### config.mk
export PLATFORM = sky130hd
export DESIGN_NAME = half_stream_serialize
export DESIGN_NICKNAME = d
export VERILOG_FILES = /design/src/rtl/half_pkg.sv /design/src/rtl/half_ftz.sv /design/src/rtl/half_stream_serialize.sv
export SDC_FILE = /design/constraint.sdc
export NUM_CORES = 1
export LEC_CHECK = 0
export CORE_MARGIN = 5
export CORE_UTILIZATION = 40
export CTS_CLUSTER_SIZE = 14
export DETAILED_ROUTE_END_ITERATION = 8
export HOLD_SLACK_MARGIN = 0.02
export PLACE_DENSITY_LB_ADDON = 0.08
export SYNTH_ARGS = -nofsm -noshare
export SYNTH_HDL_FRONTEND = slang
export SYNTH_SLANG_ARGS = --single-unit
### constraint.sdc
create_clock -name clk -period 4.1 [get_ports clk]
set_input_delay 0.82 -clock clk [delete_from_list [all_inputs] [get_ports clk]]
set_output_delay 0.82 -clock clk [all_outputs]
set_load 0.05 [all_outputs]
### src/rtl/half_pkg.sv
// -----------------------------------------------------------------------------
// half_pkg
//   Shared definitions for the half-precision (IEEE binary16) stream blocks.
//
//   Contents:
//     HALF_EXP_W / HALF_MAN_W / HALF_W : binary16 field widths
//     half_t                           : one binary16 value
//     half_beat_t                      : one stream beat (valid, last, data)
//     IDLE / STREAM                    : serializer state values; the state
//                                        register is the out_valid bit itself
//     is_subnormal()                   : exponent == 0 and mantissa != 0
//     flush_subnormal()                : subnormal -> signed zero, else pass
// -----------------------------------------------------------------------------
package half_pkg;

  localparam int HALF_EXP_W = 5;
  localparam int HALF_MAN_W = 10;
  localparam int HALF_W     = 1 + HALF_EXP_W + HALF_MAN_W;

  typedef logic [15:0] half_t;

  // Beat format common to every stream producer/consumer in the datapath.
  typedef struct packed {
    logic  valid;
    logic  last;
    half_t data;
  } half_beat_t;

  // A burst is "in flight" exactly when out_valid is high, so one bit of
  // state is enough; these name its two values.
  localparam logic IDLE   = 1'b0;
  localparam logic STREAM = 1'b1;

  function automatic logic is_subnormal(input half_t x);
    return (x[HALF_W-2 -: HALF_EXP_W] == '0) && (x[HALF_MAN_W-1:0] != '0);
  endfunction

  // The sign bit survives so that negative subnormals become -0.
  function automatic half_t flush_subnormal(input half_t x);
    return is_subnormal(x) ? {x[HALF_W-1], {(HALF_W-1){1'b0}}} : x;
  endfunction

endpackage

### src/rtl/half_ftz.sv
// -----------------------------------------------------------------------------
// half_ftz
//   Combinational flush-to-zero for one binary16 value. Subnormal inputs
//   (exponent == 0, mantissa != 0) are replaced by a zero carrying the same
//   sign; every other encoding, including zeros, infinities and NaNs, passes
//   through bit-exact.
//
//   Ports:
//     din   in   half_t   raw value
//     dout  out  half_t   flushed value
// -----------------------------------------------------------------------------
module half_ftz
  import half_pkg::*;
(
  input  half_t din,
  output half_t dout
);

  assign dout = flush_subnormal(din);

endmodule

### src/rtl/half_stream_serialize.sv
// -----------------------------------------------------------------------------
// half_stream_serialize
//   Parallel-to-stream source. Takes one vector of LENGTH binary16 values in a
//   single valid/ready handshake and emits it as a gap-free burst of LENGTH
//   beats, element 0 first, one per clock. Data is forced to zero whenever
//   out_valid is low. A new vector may be accepted on the last beat of the
//   current burst, which makes back-to-back bursts contiguous.
//
//   Build option:
//     HALF_STREAM_SERIALIZE_FTZ_EN  when defined, subnormal elements are
//                                   flushed to signed zero on their way to c.
//                                   The stored vector always stays raw.
//
//   Parameters:
//     BITS    element width, must be 16
//     LENGTH  elements per vector / beats per burst, >= 1
//
//   Ports:
//     clk        in   1            rising-edge clock
//     rst        in   1            synchronous active-high reset
//     in_valid   in   1            vector a is offered
//     in_ready   out  1            a vector can be taken this cycle
//     a          in   LENGTH*BITS  element i at a[i*BITS +: BITS]
//     out_valid  out  1            beat valid (registered)
//     c          out  BITS         beat data, 0 when idle (registered)
//     out_last   out  1            final beat of the burst
//
//   State | meaning
//   ------+---------------------------------------------------------------
//   IDLE  | out_valid = 0, c = 0, waiting for a vector
//   STREAM| out_valid = 1, c = element idx of the stored vector
// -----------------------------------------------------------------------------
module half_stream_serialize
  import half_pkg::*;
#(
  parameter int BITS   = 16,
  parameter int LENGTH = 10
) (
  input  logic                   clk,
  input  logic                   rst,
  input  logic                   in_valid,
  output logic                   in_ready,
  input  logic [LENGTH*BITS-1:0] a,
  output logic                   out_valid,
  output logic [BITS-1:0]        c,
  output logic                   out_last
);

  localparam int              IDX_W    = $clog2(LENGTH) + 1;
  localparam logic [IDX_W-1:0] LAST_IDX = IDX_W'(LENGTH - 1);

  logic [LENGTH*BITS-1:0] vec_buf;
  logic [IDX_W-1:0]       idx;
  logic [IDX_W-1:0]       idx_inc;
  logic                   accept;
  half_t                  raw_next;
  half_t                  beat_next;

  // out_valid doubles as the state bit; out_last is only meaningful while
  // a burst is in flight.
  assign out_last = (out_valid == STREAM) && (idx == LAST_IDX);

  // Ready depends on state and reset only, never on in_valid, so upstream
  // can drive in_valid from in_ready without a combinational loop.
  assign in_ready = !rst && ((out_valid == IDLE) || out_last);
  assign accept   = in_valid && in_ready;
  assign idx_inc  = idx + IDX_W'(1);

  // Source of the next beat: element 0 of the incoming vector on a load,
  // otherwise the following element of the stored vector. When idx sits on
  // the last element idx_inc matches nothing; that value is never used
  // because the burst either reloads or goes idle.
  always_comb begin
    raw_next = a[BITS-1:0];
    if (!accept) begin
      for (int i = 0; i < LENGTH; i++) begin
        if (idx_inc == IDX_W'(i)) raw_next = vec_buf[i*BITS +: BITS];
      end
    end
  end

`ifdef HALF_STREAM_SERIALIZE_FTZ_EN
  half_ftz u_ftz (
    .din  (raw_next),
    .dout (beat_next)
  );
`else
  assign beat_next = raw_next;
`endif

  always_ff @(posedge clk) begin
    if (rst) begin
      out_valid <= IDLE;
      c         <= '0;
      idx       <= '0;
      vec_buf   <= '0;
    end else if (accept) begin
      // Load from IDLE or reload on the last beat; identical either way.
      vec_buf   <= a;
      idx       <= '0;
      out_valid <= STREAM;
      c         <= beat_next;
    end else if ((out_valid == STREAM) && !out_last) begin
      idx <= idx_inc;
      c   <= beat_next;
    end else begin
      out_valid <= IDLE;
      idx       <= '0;
      c         <= '0;
    end
  end

endmodule

Yosys cells after proc, flatten, opt, wreduce, memory -nomap -nowiden
Cells that the tools add are included.
- register bits: 182
- output and inout port bits: 19
- logic and storage cells: 42
- add/subtract/negate cells: 1
- eq/ne operators: 11
- mux-type cells: 15
- bitwise gates (word level): 2
- reduce and logical (&&, ||, !) cells: 9
- operators with widths (operator ; number):
    $mux 16 ; 13
    $eq 5x3->1 const B ; 4
    $eq 5x4->1 const B ; 3
    $eq 5x2->1 const B ; 2
    $add 5x1->5 const B ; 1
    $eq 5x1->1 const B ; 1
    $logic_not 5->1 ; 1
    $logic_and 1x1->1 ; 4
    $reduce_or 3->1 ; 1
    $logic_not 1->1 ; 2
    $mux 1 ; 2
    $ne 2x2->1 const B ; 1
    $not 1->1 ; 2
    $logic_or 1x1->1 ; 1

Longest topological paths before layout
Gate-level depths: netlist (run 1).
- depth after elaboration: 15
- gate-level depth with buffers: 11
- gate-level depth less buffers: 8

Worst setup path after synthesis (run 1)
OpenSTA, ideal clock, no wires.
- kind: flip-flop to output port
- start point: register idx[0]
- end point: output in_ready
- arrival time: 1.691 ns
- data required time: 3.280 ns
- path slack: 1.589 ns
- cell stages (with the launch flop): 5
- buffers on the path: 0
- cell sequence: dfxtp_1 > ha_1 > nand4bb_1 > and2_1 > nor2_1
- word-level cells in the longest chain between the ends: 4
- ends and longest elaborated chain (what ; RTL line ; source):
    from (decl) ; half_stream_serialize.sv:53 ; logic [IDX_W-1:0] idx;
    from (signal assigned) ; half_stream_serialize.sv:104 ; idx <= idx_inc;
    $eq 5x4->1 ; half_stream_serialize.sv:61 ; assign out_last = (out_valid == STREAM) && (idx == LAST_IDX);
    $logic_and 1x1->1 ; half_stream_serialize.sv:61 ;
    $logic_or 1x1->1 ; half_stream_serialize.sv:65 ; assign in_ready = !rst && ((out_valid == IDLE) || out_last);
    $logic_and 1x1->1 ; half_stream_serialize.sv:65 ;
    to (decl) ; half_stream_serialize.sv:42 ; output logic in_ready,
No other way between the ends.

Final worst setup path (run 1)
- start point: register idx[0]
- end point: register c[3]
- word-level cells in the longest chain between the ends: 15
- elaborated cells between the ends (all ways): 31
- classes of those cells: add/sub: 1; eq/ne: 10; mux: 13; reduce/logical: 7
- ends and longest elaborated chain (what ; RTL line ; source):
    $add 5x1->5 ; half_stream_serialize.sv:67 ; assign idx_inc = idx + IDX_W'(1);
    $logic_not 5->1 ; half_stream_serialize.sv:77 ; if (idx_inc == IDX_W'(i)) raw_next = vec_buf[i*BITS +: BITS];
    $mux 16 (10 in series) ; half_stream_serialize.sv:77 ;
    $mux 16 ; half_stream_serialize.sv:75 ; if (!accept) begin
    $mux 16 ; half_stream_serialize.sv:103 ; end else if ((out_valid == STREAM) && !out_last) begin
    $mux 16 (*) ; half_stream_serialize.sv:97 ; end else if (accept) begin
    to (signal assigned) ; half_stream_serialize.sv:102 ; c <= beat_next;
    to (signal assigned) ; half_stream_serialize.sv:105 ; c <= beat_next;
    to (decl) ; half_stream_serialize.sv:45 ; output logic [BITS-1:0] c,
Mark *: on every way between the ends. The rest lies on a longest branch, timed or not.
A chain may end at the register's enable or synchronous reset.

==> flow_summary.ini, run 1 <==
[layout]
stdcell_area_sq_um = 11700
nFillCells = 2213
final_nets = 1448
drive_gt1_frac = 0.0665
finish.utilization = 0.515
syn_to_final_growth_pct = 26.8
diodes = 0

[power]
ir_drop_v = 0.000225
p_leak_nw = 4.04
p_per_area_nw_per_um2 = 369

[routing]
met1_length_um = 14300
first_iter_violations = 877
ant_nets = 0
routed_via_density = 5.54
first_pass_iters = 5
routed-wl-met2_um = 14100
dr_wl_met3_um = 2370
top_layer = met4
vias = 8738
avgRoutedWirePerCell_um = 20.3
drc_errors = 0
routed_wl_um = 32000

[critical_path]
end_kind = flip-flop
crit_required_ps = 4410
cp.arrival_ps = 3540
worst-path-max-fanout = 25
critical_path_class = reg -> reg
startpoint_type = flip-flop

[clocking]
cts_setup_buffers = 0
cts.sinks = 182
clkLatencyLatePin_ps = 450
numCtsBuffers = 17
cts.path.max_buffers = 2
htree_num_levels = 4
clk_pin_slew_ps = 70
cts_hold_buf = 0
tritoncts = built
cts_resized = 0
root_buffer = clkbuf_16

[timing]
setup_viol = 0
setup_tns_ps = 0
tightestPinTransition_ps = 950
fin_crit_sh = 0.788
rsz0062_at_grt = no
slew_headroom = 0.358
fmax_mhz = 309
hold_viol_final = 0
timing.final.crit_period_ps = 3230
clock_skew_ps = 11.9
slew_violations = 0

[synth]
synth_seq_cells = 182
synthDistinctLibCells = 61
synth_edf_count = 0
yosysSeqAreaShare = 0.397
ys.flop_type = dfxtp_1
netlist_area_sq_um = 9190
yosysWarnings = 0
synthCells = 1171
synth_area_per_cell_sq_um = 7.84
synth_nets = 1339
ys_async_sr_fraction = 0

[floorplan]
die_width_um = 162
start_util = 0.406
core_sq_um = 22600
die_area_sq_um = 26100
die_h_um = 162
rows = 55
io_pins = 182

[global_route]
grt_max_degree = 165
grt_pass1_vias = 8325
grt_overflow = 0
grtUsageTotal = 0.238
grt_pass1_wl_um = 48200
grt_antenna_before_repair = 0

[placed_design]
numPortBuffers = 181
gp_congestion = 0.900
placed_area_sq_um = 11100
hpwlAfterDp_um = 22900

[min_path]
hold_class = reg -> reg

[run_status]
outcome = complete, no violations

[job]
cap_violations = 0
-- path summary, 6_finish.rpt --
path,startpoint,endpoint,slack [ps],depth (start not counted)
max,idx[0]$_SDFF_PP0_,c[3]$_SDFF_PP0_,870,8
min,vec_buf[4]$_SDFFE_PP0P_,vec_buf[4]$_SDFFE_PP0P_,460,2
max reg2reg,idx[0]$_SDFF_PP0_,c[3]$_SDFF_PP0_,870,8
min reg2reg,vec_buf[4]$_SDFFE_PP0P_,vec_buf[4]$_SDFFE_PP0P_,460,2
-- state kept, by name, indices dropped and copies added, names as in the netlist --
signal	cells
out_valid	1
c	16
vec_buf	160
idx	5
-- final cells by class --
cell class                 count  area [sq um]  share of cell area
clock buffer                  17           425              0.0365
clock inverter                15           156              0.0134
inverter                       9          33.8             0.00290
multi-input combinational    869          5050               0.434
sequential                   182          3640               0.313
tap                          285           357              0.0306
timing repair buffer         201          1980               0.170
-- cell usage after synthesis (11+ instances only) --
| cell type | count | area share |
|---|---|---|
| dfxtp_1 | 182 | 0.40 |
| a31oi_1 | 11 | 0.0075 |
| nand3_1 | 32 | 0.017 |
| a21oi_1 | 68 | 0.037 |
| nand2b_1 | 146 | 0.099 |
| o21ai_0 | 154 | 0.084 |
| clkbuf_1 | 76 | 0.031 |
| a211oi_1 | 18 | 0.015 |
| nor2_1 | 27 | 0.011 |
| nor2b_1 | 16 | 0.011 |
| buf_2 | 23 | 0.013 |
| o21a_1 | 20 | 0.016 |
| nand2_1 | 196 | 0.080 |
| nand3b_1 | 12 | 0.0098 |
| nand4b_1 | 11 | 0.010 |
| and3_1 | 12 | 0.0082 |
| o22ai_1 | 14 | 0.0095 |
| a21o_1 | 21 | 0.017 |
-- routing by layer --
layer / vias up / track usage
met2: 344 / 0.361
met3: 64 / 0.0434
met4: 0 / 0.100
met1: 4015 / 0.333
met5: - / 0
li1: 4315 / -
-- critical path, stage by stage, from the launching register on --
cell and delay [ps]:
dfxtp_1 470, ha_1 330, and3_1 410, xnor2_4 230
buf_4 340, nand3b_2 240, o221a_2 340, a211oi_1 580
o31ai_2 150
-- metrics by stage --
| step | worst slack, ps | instances | hold slack (ps) | total power, mW |
|---|---|---|---|---|
| floorplan | 1590 | 1171 | 436 | 2.34 |
| global placement | 1050 | 1546 | 446 | 2.66 |
| detailed placement | 950 | 1546 | 448 | 2.66 |
| CTS | 921 | 1578 | 458 | 4.32 |
| global route | 753 | 1578 | 478 | 4.46 |
| finish | 869 | 1578 | 457 | 4.30 |
-- logic make-up (layout without fill, tap and decap cells) --
kind of cell / count (synthesis) / count (layout) / share of synthesized area
flops: 182 / 182 / 0.397
fa+ha+maj: 5 / 5 / 0.00681
mux: 1 / 1 / 0.00109
buf+inv: 120 / 242 / 0.0558
compound gates: 382 / 382 / 0.266
xor+xnor: 4 / 4 / 0.00545
simple gates: 477 / 477 / 0.268
-- cell usage in the layout, fill, tap and decap left out, drive strengths merged, types with 5 or more instances in the layout --
| cell type | instances |
|---|---|
| nand2 | 197 |
| dfxtp | 182 |
| clkdlybuf4s50 | 179 |
| o21ai | 154 |
| nand2b | 146 |
| a21oi | 68 |
| nand3 | 32 |
| nor2 | 27 |
| buf | 22 |
| a21o | 21 |
| o21a | 20 |
| inv | 19 |
| a211oi | 18 |
| clkbuf | 17 |
| nor2b | 16 |
| o31ai | 16 |
| o22ai | 14 |
| nand3b | 13 |
| a31oi | 13 |
| and3 | 12 |
| nand4b | 11 |
| o221a | 10 |
| o311a | 10 |
| o221ai | 6 |
| and2 | 5 |
| o2111ai | 5 |
| o41ai | 5 |
| ha | 5 |
-- power by group --
group          internal (mW)  switching, mW  leakage [nW]
logic                  0.327          0.331          2.26
registers               1.88         0.0908          1.49
clock network          0.866          0.804         0.289
No activity file was read; power rests on OpenSTA's default activity.
==> run 2, diff against run 1 <==
==> constraint.sdc (replaced) <==
create_clock -name clk -period 2.8 [get_ports clk]
set_input_delay 0.56 -clock clk [delete_from_list [all_inputs] [get_ports clk]]
set_output_delay 0.56 -clock clk [all_outputs]
set_load 0.05 [all_outputs]
==> flow_summary.ini, run 2 (synthesis gave the netlist of run 1 again) <==
[global_route]
grt_use_met1 = 0.319
grtUsageMet2 = 0.361
busiest_layer = met2
grt_use_met3 = 0.0467
grt_pass1_vias = 8391
grt_overflow = 0
grtUsageTotal = 0.230
grt_pass1_wl_um = 47400
grt_max_degree = 103
grt_antenna_before_repair = 0

[layout]
diodes = 0
syn_to_final_growth_pct = 29.9
final_nets = 1471
drive_gt1_frac = 0.0897
largest_reg_flops = 160
stdcell_area_sq_um = 11900
final_cell_mix = 195 x nand2_1, 181 x dfxtp_1, 178 x clkdlybuf4s50_1
reg_top3 = vec_buf: 160 flops, c: 16 flops, idx: 5 flops
nFillCells = 2187
layout_commonest_cell = nand2_1
finish.utilization = 0.527
regMostFlops = vec_buf

[floorplan]
io_pins = 182
die_width_um = 162
die_area_sq_um = 26100
core_sq_um = 22600
rows = 55
die_h_um = 162
start_util = 0.406

[timing]
hold-worst-slack_ps = 458
tightestPinTransition_ps = 731
rsz0062_at_grt = no
setup_tns_ps = 0
timing.final.crit_period_ps = 2680
clock_skew_ps = 12.4
hold_viol_final = 0
fmax_mhz = 373
setup_viol = 0
slew_headroom = 0.512
fin_crit_sh = 0.957
slew_violations = 0

[critical_path]
end_kind = output pin
reg2reg_depth = 10
cp_top_family = simple AND/OR/NAND/NOR gates
worst-path-max-fanout = 9
cp.arrival_ps = 2120
critPathBufInv = 2
startpoint_type = flip-flop
slowest_delay_ps = 340
critical_path_class = reg -> out
cp.depth = 6
crit_required_ps = 2240
cp_slowest_cell = dfxtp_1
path_cells = buf_4 > ha_2 > nand4bb_2 > and2_1 > nor2_1 > buf_12

[placed_design]
hpwlAfterDp_um = 23000
numPortBuffers = 181
placed_area_sq_um = 11300
gp_congestion = 0.920

[clocking]
htree_num_levels = 4
cts.path.max_buffers = 2
clk_pin_slew_ps = 70
cts_hold_buf = 0
root_buffer = clkbuf_16
tritoncts = built
clkLatencyLatePin_ps = 440
numCtsBuffers = 17
cts.sinks = 182

[routing]
routed_via_density = 5.48
avgRoutedWirePerCell_um = 19.4
first_pass_iters = 7
routed_wl_um = 31100
first_iter_violations = 803
drc_errors = 0
vias = 8778
ant_nets = 0

[run_status]
outcome = complete, no violations

[min_path]
whs_path_depth = 2
hold_class = reg -> reg

[power]
p_leak_nw = 4.17
p_per_area_nw_per_um2 = 520
ir_drop_v = 0.000305

[job]
cap_violations = 0
==> run 2: per-stage QoR <==
stage / total power, mW / setup WS [ps] / instances
final: 6.21 / 121 / 1601
after floorplan: 3.42 / 311 / 1171
after global routing: 6.44 / 21.0 / 1601
after detailed placement: 3.92 / -107 / 1569
after CTS: 6.23 / 34.9 / 1601
after global placement: 3.92 / -8.24 / 1569
==> run 2: layout make-up <==
class,count,area [sq um],area share
multi-input cells,869,5080,0.426
flip-flops and latches,182,3640,0.305
repair buffers,224,2260,0.189
clock buffers,19,443,0.0371
well taps,285,357,0.0299
clock inverters,13,114,0.00954
inverters,9,33.8,0.00283
==> run 2: report_power, final <==
| part | total, mW | internal [mW] | switching [mW] |
|---|---|---|---|
| Sequential | 2.88 | 2.76 | 0.123 |
| Clock | 2.33 | 1.19 | 1.14 |
| Combinational | 1.00 | 0.510 | 0.490 |
==> run 2: tightest hold or removal path, cell delays in order (launching register included) <==
cell and delay [ps]:
dfxtp_1 310, nand2_1 50, a21oi_1 50
==> run 2: repair_timing <==
item,in CTS,in global routing
resized for setup,4,8
endpoints found under the setup margin,6,8
setup buffers,0,0
==> run 2: path summary, 6_finish.rpt <==
check | endpoint | slack (ps) | start
hold reg to reg | vec_buf[0]$_SDFFE_PP0P_ | 460 | vec_buf[0]$_SDFFE_PP0P_
setup / recovery | in_ready | 120 | idx[0]$_SDFF_PP0_
hold / removal | vec_buf[0]$_SDFFE_PP0P_ | 460 | vec_buf[0]$_SDFFE_PP0P_
setup reg to reg | c[4]$_SDFF_PP0_ | 120 | idx[0]$_SDFF_PP0_
==> run 2: per-layer routing <==
metal | part of all wire | wire (um)
met5 | 0 | 0
met4 | 0.026 | 798
met3 | 0.075 | 2340
met2 | 0.45 | 14100
met1 | 0.44 | 13800
==> run 3, diff against run 2 <==
--- a/config.mk
+++ b/config.mk
@@ -5,10 +5,12 @@
 export SDC_FILE = /design/constraint.sdc
 export NUM_CORES = 1
 export LEC_CHECK = 0
+export CORE_ASPECT_RATIO = 1.75
 export CORE_MARGIN = 5
 export CORE_UTILIZATION = 40
 export CTS_CLUSTER_SIZE = 14
 export DETAILED_ROUTE_END_ITERATION = 8
+export GPL_TIMING_DRIVEN = 1
 export HOLD_SLACK_MARGIN = 0.02
 export PLACE_DENSITY_LB_ADDON = 0.08
 export SYNTH_ARGS = -nofsm -noshare
==> flow_summary.ini, run 3 (synthesis gave the netlist of run 1 again) <==
[run_status]
outcome = complete, no violations

[timing]
tightestPinTransition_ps = 755
rsz0062_at_grt = no
setup_viol = 0
fmax_mhz = 377
slew_headroom = 0.495
setup_tns_ps = 0
timing.final.crit_period_ps = 2660
fin_crit_sh = 0.949
slew_violations = 0
hold_viol_final = 0
clock_skew_ps = 8.36

[critical_path]
slowest_delay_ps = 470
startpoint_type = flip-flop
cp_slowest_cell = dfxtp_1
end_kind = output pin
worst-path-max-fanout = 8
path_cells = ha_2 > nand4bb_2 > and2_1 > nor2_1 > buf_12
cp.arrival_ps = 2100
critical_path_class = reg -> out
crit_required_ps = 2240

[routing]
routed_via_density = 5.42
ant_nets = 0
first_pass_iters = 5
vias = 8736
avgRoutedWirePerCell_um = 19.8
first_iter_violations = 597
routed_wl_um = 32000
drc_errors = 0

[layout]
final_cell_mix = 195 x nand2_1, 182 x dfxtp_1, 178 x clkdlybuf4s50_1
final_nets = 1466
drive_gt1_frac = 0.0809
syn_to_final_growth_pct = 29.9
regMostFlops = vec_buf
diodes = 0
layout_commonest_cell = nand2_1
reg_top3 = vec_buf: 160 flops, c: 16 flops, idx: 5 flops
nFillCells = 2321
largest_reg_flops = 160

[floorplan]
die_width_um = 125
start_util = 0.406
rows = 73
die_h_um = 210
core_sq_um = 22700
die_area_sq_um = 26200
io_pins = 182

[clocking]
cts_setup_buffers = 0
tritoncts = built
clkLatencyLatePin_ps = 450
root_buffer = clkbuf_16
numCtsBuffers = 17
htree_num_levels = 4
clk_pin_slew_ps = 60
cts.sinks = 182
cts.path.max_buffers = 2
cts_hold_buf = 0

[global_route]
grt_overflow = 0
grt_max_degree = 167
grtUsageTotal = 0.240
grt_pass1_wl_um = 48600
grt_pass1_vias = 8745
grt_antenna_before_repair = 0

[power]
p_leak_nw = 4.17
p_switching_mw = 1.64
clkPwrFrac = 0.381
sw_frac_of_total = 0.261
ir_drop_v = 0.000424
total_power_mw = 6.29
internal_power_mw = 4.65
p_seq_frac = 0.459
p_comb_frac = 0.160
p_per_area_nw_per_um2 = 527

[min_path]
hold_class = in -> reg

[placed_design]
hpwlAfterDp_um = 23900
numPortBuffers = 181
gp_congestion = 0.931

[job]
cap_violations = 0
## run 3: cell types whose count changed in the layout (fill, tap and decap cells not counted), moves of 2 or more
cell,change
buf_4,-5
inv_8,-3
clkbuf_1,+3
bufinv_16,+2
a211oi_1,+3
a211oi_2,-3
clkinvlp_4,-6
clkinv_2,+4
inv_6,-4
clkinv_4,+2
clkbuf_8,+2
## run 3: cell type report
type,instances,area (sq um),area share
Multi-Input combinational cell,869,5070,0.425
Sequential cell,182,3640,0.305
Timing Repair Buffer,219,2230,0.187
Clock buffer,24,482,0.0404
Tap cell,300,375,0.0315
Clock inverter,8,97.6,0.00818
Inverter,9,33.8,0.00283
## run 3: layer usage
metal	vias up	global-route usage	routed length (um)
met4	0	0.129	1580
met2	245	0.447	17000
met5	-	0	0
li1	4334	-	-
met1	4093	0.254	12100
met3	64	0.0426	1300
## run 3: final timing paths
kind | start | endpoint | slack [ps] | depth (start not counted)
worst max-delay path | idx[0]$_SDFF_PP0_ | in_ready | 140 | 5
worst min-delay path | rst | out_valid$_SDFFE_PP0P_ | 360 | 2
worst max register to register | idx[0]$_SDFF_PP0_ | c[3]$_SDFF_PP0_ | 210 | 9
worst min register to register | vec_buf[1]$_SDFFE_PP0P_ | vec_buf[1]$_SDFFE_PP0P_ | 460 | 2
## run 3: stage by stage
stage | utilization | hold WS [ps] | area (sq um) | worst slack [ps] | std cells
2_1_floorplan | - | 436 | 9190 | 311 | 1171
3_3_place_gp | 0.500 | 445 | 11300 | 194 | 1579
3_5_place_dp | 0.500 | 447 | 11300 | 169 | 1579
4_1_cts | 0.526 | 345 | 11900 | 83.1 | 1611
5_1_grt | 0.527 | 353 | 11900 | 16.1 | 1611
6_report | 0.527 | 359 | 11900 | 144 | 1611
## run 3: power groups by stage
stage	combinational (mW)	clock (mW)	sequential, mW
final	1.00	2.40	2.89
after global routing	1.09	2.54	2.90
after CTS	1.01	2.44	2.89
after detailed placement	1.00	0	2.94
after global placement	0.997	0	2.95
after floorplan	0.487	0	2.94
## run 3: repair_timing
| item | in CTS | in global routing |
|---|---|---|
| hold endpoints to repair | 0 | 0 |
| endpoints found under the setup margin | 1 | 7 |
| gates resized for setup | 1 | 4 |
## run 3: critical path: cells and delay by family (launching register included)
family / cells / cell delay [ps]
adders and majority gates: 1 / 310
buffers and inverters: 1 / 180
DFF: 1 / 470
and+or+nand+nor: 3 / 680
